### src/rtl/hazard_forward_unit.sv
// hazard_forward_unit: scoreboard-driven bypass selects and load-use stall for the RISC-V decode stage.
// Define HAZARD_PERF_CNT_EN to add the 32-bit stall_count output.
module hazard_forward_unit #(
    parameter int no_of_registers = 32,
    parameter int DEPTH = 3,
    localparam int RW = $clog2(no_of_registers),
    localparam int SELW = $clog2(DEPTH + 1)
) (
    input  logic            clk,
    input  logic            rst,
    input  logic            in_valid,
    input  logic [6:0]      from_IMEM,
    input  logic [RW-1:0]   rs1_next,
    input  logic [RW-1:0]   rs2_next,
    input  logic [RW-1:0]   rd_next,
    input  logic            flush,
    output logic            stall,
    output logic [SELW-1:0] fwd_rs1,
    output logic [SELW-1:0] fwd_rs2
`ifdef HAZARD_PERF_CNT_EN
    ,
    output logic [31:0]     stall_count
`endif
);
    logic is_r, is_i, is_ld, is_s, is_b, is_jal, is_jalr, is_lui, is_auipc;
    logic wr, use1, use2, ld;
    logic [DEPTH:1] e_v, e_ld, m1, m2;
    logic [RW-1:0] e_rd [1:DEPTH];
    logic [SELW-1:0] f1, f2;
    assign is_r     = from_IMEM == 7'b0110011;
    assign is_i     = from_IMEM == 7'b0010011;
    assign is_ld    = from_IMEM == 7'b0000011;
    assign is_s     = from_IMEM == 7'b0100011;
    assign is_b     = from_IMEM == 7'b1100011;
    assign is_jal   = from_IMEM == 7'b1101111;
    assign is_jalr  = from_IMEM == 7'b1100111;
    assign is_lui   = from_IMEM == 7'b0110111;
    assign is_auipc = from_IMEM == 7'b0010111;
    assign wr   = in_valid & (is_r | is_i | is_ld | is_jal | is_jalr | is_lui | is_auipc) & (rd_next != '0);
    assign use1 = in_valid & (is_r | is_i | is_ld | is_s | is_b | is_jalr);
    assign use2 = in_valid & (is_r | is_s | is_b);
    assign ld   = in_valid & is_ld;
    always_ff @(posedge clk) begin
        if (rst) begin
            e_v  <= '0;
            e_ld <= '0;
            for (int k = 1; k <= DEPTH; k++) e_rd[k] <= '0;
        end else begin
            for (int k = DEPTH; k > 1; k--) begin
                e_v[k]  <= e_v[k-1] & ~flush;
                e_ld[k] <= e_ld[k-1];
                e_rd[k] <= e_rd[k-1];
            end
            // a stalled decode instruction is re-presented, so EX gets a bubble
            e_v[1]  <= wr & ~flush & ~stall;
            e_ld[1] <= ld & ~flush & ~stall;
            e_rd[1] <= rd_next;
        end
    end
    always_comb begin
        m1 = '0;
        m2 = '0;
        for (int k = 1; k <= DEPTH; k++) begin
            m1[k] = use1 & e_v[k] & (e_rd[k] == rs1_next) & (rs1_next != '0);
            m2[k] = use2 & e_v[k] & (e_rd[k] == rs2_next) & (rs2_next != '0);
        end
    end
    // scan farthest to nearest so the nearest producer overwrites
    always_comb begin
        f1 = '0;
        f2 = '0;
        for (int k = DEPTH; k >= 1; k--) begin
            f1 = m1[k] ? SELW'(k) : f1;
            f2 = m2[k] ? SELW'(k) : f2;
        end
    end
    assign stall   = (m1[1] | m2[1]) & e_ld[1];
    assign fwd_rs1 = stall ? '0 : f1;
    assign fwd_rs2 = stall ? '0 : f2;
`ifdef HAZARD_PERF_CNT_EN
    always_ff @(posedge clk) stall_count <= rst ? '0 : stall_count + 32'(stall);
`endif
endmodule

### config.mk
export PLATFORM = sky130hd
export DESIGN_NAME = hazard_forward_unit
export DESIGN_NICKNAME = d
export VERILOG_FILES = /design/src/rtl/hazard_forward_unit.sv
export SDC_FILE = /design/constraint.sdc
export NUM_CORES = 1
export LEC_CHECK = 0
export CAP_MARGIN = 20
export CORE_AREA = 2 2 55 57
export DETAILED_ROUTE_END_ITERATION = 7
export DIE_AREA = 0 0 57 59
export PLACE_DENSITY = 0.77
export SLEW_MARGIN = 20
export SYNTH_ARGS = -nofsm -noshare
export SYNTH_HDL_FRONTEND = slang
export SYNTH_SLANG_ARGS = --single-unit
### constraint.sdc
create_clock -name clk -period 2.1 [get_ports clk]
set_clock_uncertainty 0.2 [all_clocks]
set_input_delay 0.42 -clock clk [delete_from_list [all_inputs] [get_ports clk]]
set_output_delay 0.42 -clock clk [all_outputs]
set_load 0.05 [all_outputs]
After elaboration in Yosys (flattened, before gate mapping):

Memory sizes are Yosys's and may differ from the RTL's.
Cells that the tools add are included.

* multiplexer cells: 14
* reductions and logical operators: 3
* bitwise operators: 47
* equality and inequality tests: 15

Operators with widths (count)
* 1-bit AND: 30
* 5-bit equality test: 6
* 7-bit by 6-bit equality test with 1-bit output (second input constant): 3
* 7-bit equality test (second input constant): 3
* 2-bit 2-to-1 mux: 8
* 5-bit 2-to-1 mux: 3
* 1-bit bitwise OR: 15
* 5-bit nonzero test: 3
* 7-bit by 5-bit equality test with 1-bit output (second input constant): 2
* 7-bit by 2-bit equality test with 1-bit output (second input constant): 1
* 1-bit 2-to-1 mux: 3
* 1-bit NOT: 2

* word-level logic and storage cells: 82
* output and inout port bits: 5
* memories: 1
* flip-flop bits (word level): 4
* input bits: 26
* bits in writable memories: 15

Memories
* e_rd: words 3, bits a word 5, read ports 3, clocked after memory_dff 0, wr ports 3, RTL line 28 `logic [RW-1:0] e_rd [1:DEPTH];`

Longest topological paths before layout:

* word-level depth: 14
* depth in mapped cells: 5
* mapped depth without buffers: 5

Worst setup path after synthesis:

OpenSTA, ideal clock, no wires.

* kind: input to output
* start point: input port rs2_next[1]
* end point: output port fwd_rs1[1]
* arrival time: 2319 ps
* slack: -839 ps
* path buffers: 0
* data required time: 1480 ps
* stages on the path: 4
* cell sequence: or4_1 -> nor2_2 -> nor4_2 -> a2111oi_2

* word-level cells in the longest chain between the ends: 6
* elaborated cells on any way between the ends: 7
* those cells by class: eq/ne (1); mux (1); bitwise (4); reduce/logical (1)

RTL lines
* from (decl): RTL line 14 `input logic [RW-1:0] rs2_next,`
* 5-bit equality test: RTL line 65 `m2[k] = use2 & e_v[k] & (e_rd[k] == rs2_next) & (rs2_next != '0);`
* 1-bit AND: RTL line 65
* 1-bit AND (*): RTL line 65
* 1-bit bitwise OR (*): RTL line 77 `assign stall = (m1[1] | m2[1]) & e_ld[1];`
* 1-bit AND (*): RTL line 77
* 2-bit 2-to-1 mux (*): RTL line 78 `assign fwd_rs1 = stall ? '0 : f1;`
* to (decl): RTL line 18 `output logic [SELW-1:0] fwd_rs1,`

Mark *: on every way between the ends. The rest lies on a longest branch, timed or not.

==> results.json <==
{
  "path_depth": 7,
  "worst-setup-path-type": "flip-flop to output port",
  "max_slew_margin": 0.664,
  "end_kind": "output port",
  "ff2ff_path_depth": 6,
  "synth-seq-cells": 19,
  "drive_above_1_share": 0.550,
  "yosysTopAreaCell": "dfxtp_1",
  "power_mw": 0.785,
  "p_leak_nw": 0.815,
  "layout_setup_ws_ns": -0.568,
  "crit_fanout": 2,
  "die_area_sq_mm": 0.00336,
  "dieHeight_um": 59,
  "grt_setup_unrepaired": "yes",
  "track_usage": 0.204,
  "setup_viol": 5,
  "via_per_inst": 5.15,
  "grt_pass1_vias": 1183,
  "clk_path_buf_depth": 2,
  "worstSkewPairLatency_ns": 0.31,
  "arrival_ns": 2.05,
  "grt_max_degree": 13,
  "crit_buf_inv": 2,
  "h-tree-depth": 1,
  "place_hpwl_um": 2430,
  "vias": 1144,
  "drc": 0,
  "port_buffers": 30,
  "hold_path_class": "flip-flop to flip-flop",
  "wirelength_um": 3550,
  "fin_crit_sh": 1.27,
  "cts_sinks": 19,
  "hold_viol": 0,
  "num_rows": 19,
  "core_area_sq_mm": 0.00271,
  "synth.top_cell.area_share": 0.347,
  "synth_flop_cell": "dfxtp_1",
  "synth_most_common_cell": "xnor2_1",
  "antenna_found_initial": 0,
  "post-route-min-period_ns": 2.67,
  "grt_remaining_overflow": 0,
  "cp_data_required_time_ns": 1.48,
  "die_w_um": 57,
  "netlist_area_sq_mm": 0.00110,
  "synth_fp_nets": 144,
  "finalCoreUtilization": 0.745,
  "drt.antenna.violating_nets": 0,
  "cts_tree": "built",
  "clock.fmax_mhz": 375,
  "start_util": 0.405,
  "synthArstFlopShare": 0,
  "cts-hold-fix-buffers": 0,
  "gp_congestion": 0.878,
  "drt_iter0_drc": 29,
  "pre_cts_ws_ns": -0.915,
  "areaGrowthSynthToFinish_pct": 83.9,
  "hold_depth": 1,
  "numCtsBuffers": 3,
  "slew_viol_final": 0,
  "yosysWarnings": 0,
  "synth_edf_count": 0,
  "io_pins": 31,
  "wire_per_inst_um": 16.0,
  "ir_drop_v": 0.000574,
  "crit_slowest_cell": "dfxtp_1",
  "root_buffer": "clkbuf_4",
  "holdWs_ns": 0.304,
  "grt_pass1_wl_um": 5310,
  "seq_area_frac_synth": 0.347,
  "critPathTopFamily": "simple AND/OR/NAND/NOR gates",
  "synth_cells": 118,
  "cap_violations": 0,
  "synth_cell_type_count": 29,
  "postSynthAreaPerCell_sq_um": 9.30,
  "violations": "setup timing",
  "power_density_mw_per_mm2": 389,
  "dr.pass1.iters": 4,
  "finalNetCount": 218,
  "synth.area.top_cells": "dfxtp_1, xnor2_1, nor2b_1, xor2_1, nand4_1",
  "worst_slew_pin_slew_ns": 0.499,
  "status": "finished, violations left",
  "clk_pin_slew_ns": 0.11,
  "synth_common_cells": "xnor2_1, dfxtp_1, nor2b_1",
  "cp-start-kind": "flip-flop",
  "path_cells": "buf_4 -> xnor2_1 -> nand4_1 -> nor4_4 -> nor2b_4 -> a2111oi_4 -> clkbuf_16",
  "critPathMaxStageDelay_ns": 0.41,
  "antennaDiodeCount": 0
}
cell families (layout without fill, tap and decap cells):
kind of cell,count (synthesis),in the layout,synth area share
and+or+nand+nor,58,58,0.344
AOI/OAI and AO/OA,10,10,0.0661
xor gates and xnor gates,30,30,0.239
DFF,19,19,0.347
buffers and inverters,1,74,0.00342
cells in the final DEF (no fill, tap or decap), types with 2 or more instances in the layout:
| cell | synthesis | final |
|---|---|---|
| buf_4 | 0 | 35 |
| buf_6 | 0 | 6 |
| xnor2_2 | 0 | 11 |
| xnor2_1 | 26 | 15 |
| nor2_4 | 0 | 3 |
| clkdlybuf4s50_1 | 0 | 7 |
| nor2b_4 | 1 | 2 |
| xor2_1 | 4 | 3 |
| nor2b_1 | 16 | 15 |
| nor4_4 | 0 | 3 |
| dfxtp_2 | 0 | 8 |
| dlygate4sd2_1 | 0 | 4 |
| nand4_1 | 5 | 5 |
| nand2_1 | 6 | 5 |
| and2_1 | 2 | 2 |
| o21ai_0 | 4 | 3 |
| buf_2 | 0 | 9 |
| nor2_1 | 7 | 6 |
| or4_4 | 1 | 4 |
| dfxtp_1 | 19 | 11 |
| clkbuf_4 | 0 | 3 |
| clkbuf_2 | 0 | 3 |
| buf_12 | 0 | 4 |
report_power, final:
part | total [mW] | internal [mW] | switching [mW]
sequential | 0.387 | 0.373 | 0.0134
clock | 0.197 | 0.0726 | 0.124
combinational | 0.201 | 0.117 | 0.0846
total | 0.785 | 0.562 | 0.222
routing by layer:
metal,global-route usage,up-vias,routed length (um)
met1,0.225,554,1410
li1,-,559,-
met3,0.0546,8,106
met5,0,-,0
met4,0.0432,0,78
met2,0.392,23,1950
sequential cells by signal (all words and copies together) (netlist names):
| signal | cells |
|---|---|
| e_v | 3 |
| e_rd | 15 |
| e_ld | 1 |
worst paths after layout:
kind | startpoint | endpoint | slack (ns)
setup / recovery | e_rd[0][13]$_SDFF_PP0_ | fwd_rs1[1] | -0.57
hold / removal | e_v[1]$_SDFF_PP0_ | e_v[2]$_SDFF_PP0_ | 0.30
setup reg to reg | e_rd[0][7]$_SDFF_PP0_ | e_v[1]$_SDFF_PP0_ | 0.29
hold reg to reg | e_v[1]$_SDFF_PP0_ | e_v[2]$_SDFF_PP0_ | 0.30
through the flow:
step / setup TNS (ns) / cells / instance area [sq um]
finish: -2.49 / 222 / 2020
global route: -2.95 / 222 / 2020
CTS: -3.03 / 215 / 1890
detailed placement: -5.30 / 208 / 1780
global placement: -4.90 / 208 / 1780
floorplan: -1.62 / 118 / 1170
layout make-up:
| type | instances | area [sq um] |
|---|---|---|
| flip-flops and latches | 19 | 390 |
| repair buffers | 70 | 611 |
| fillers | 190 | 692 |
| clock inverters | 1 | 7.51 |
| clock buffers | 3 | 22.5 |
| well taps | 31 | 38.8 |
| multi-input cells | 98 | 948 |
timing repair:
action / 4_1_cts / 5_1_grt
resized for setup: 61 / 38
pin swaps: 15 / 19
cloned: 0 / 0
setup buffers: 3 / 7
hold endpoints to repair: 0 / 0
setup endpoints to repair: 7 / 5
Power figures use the tool's default switching activity.
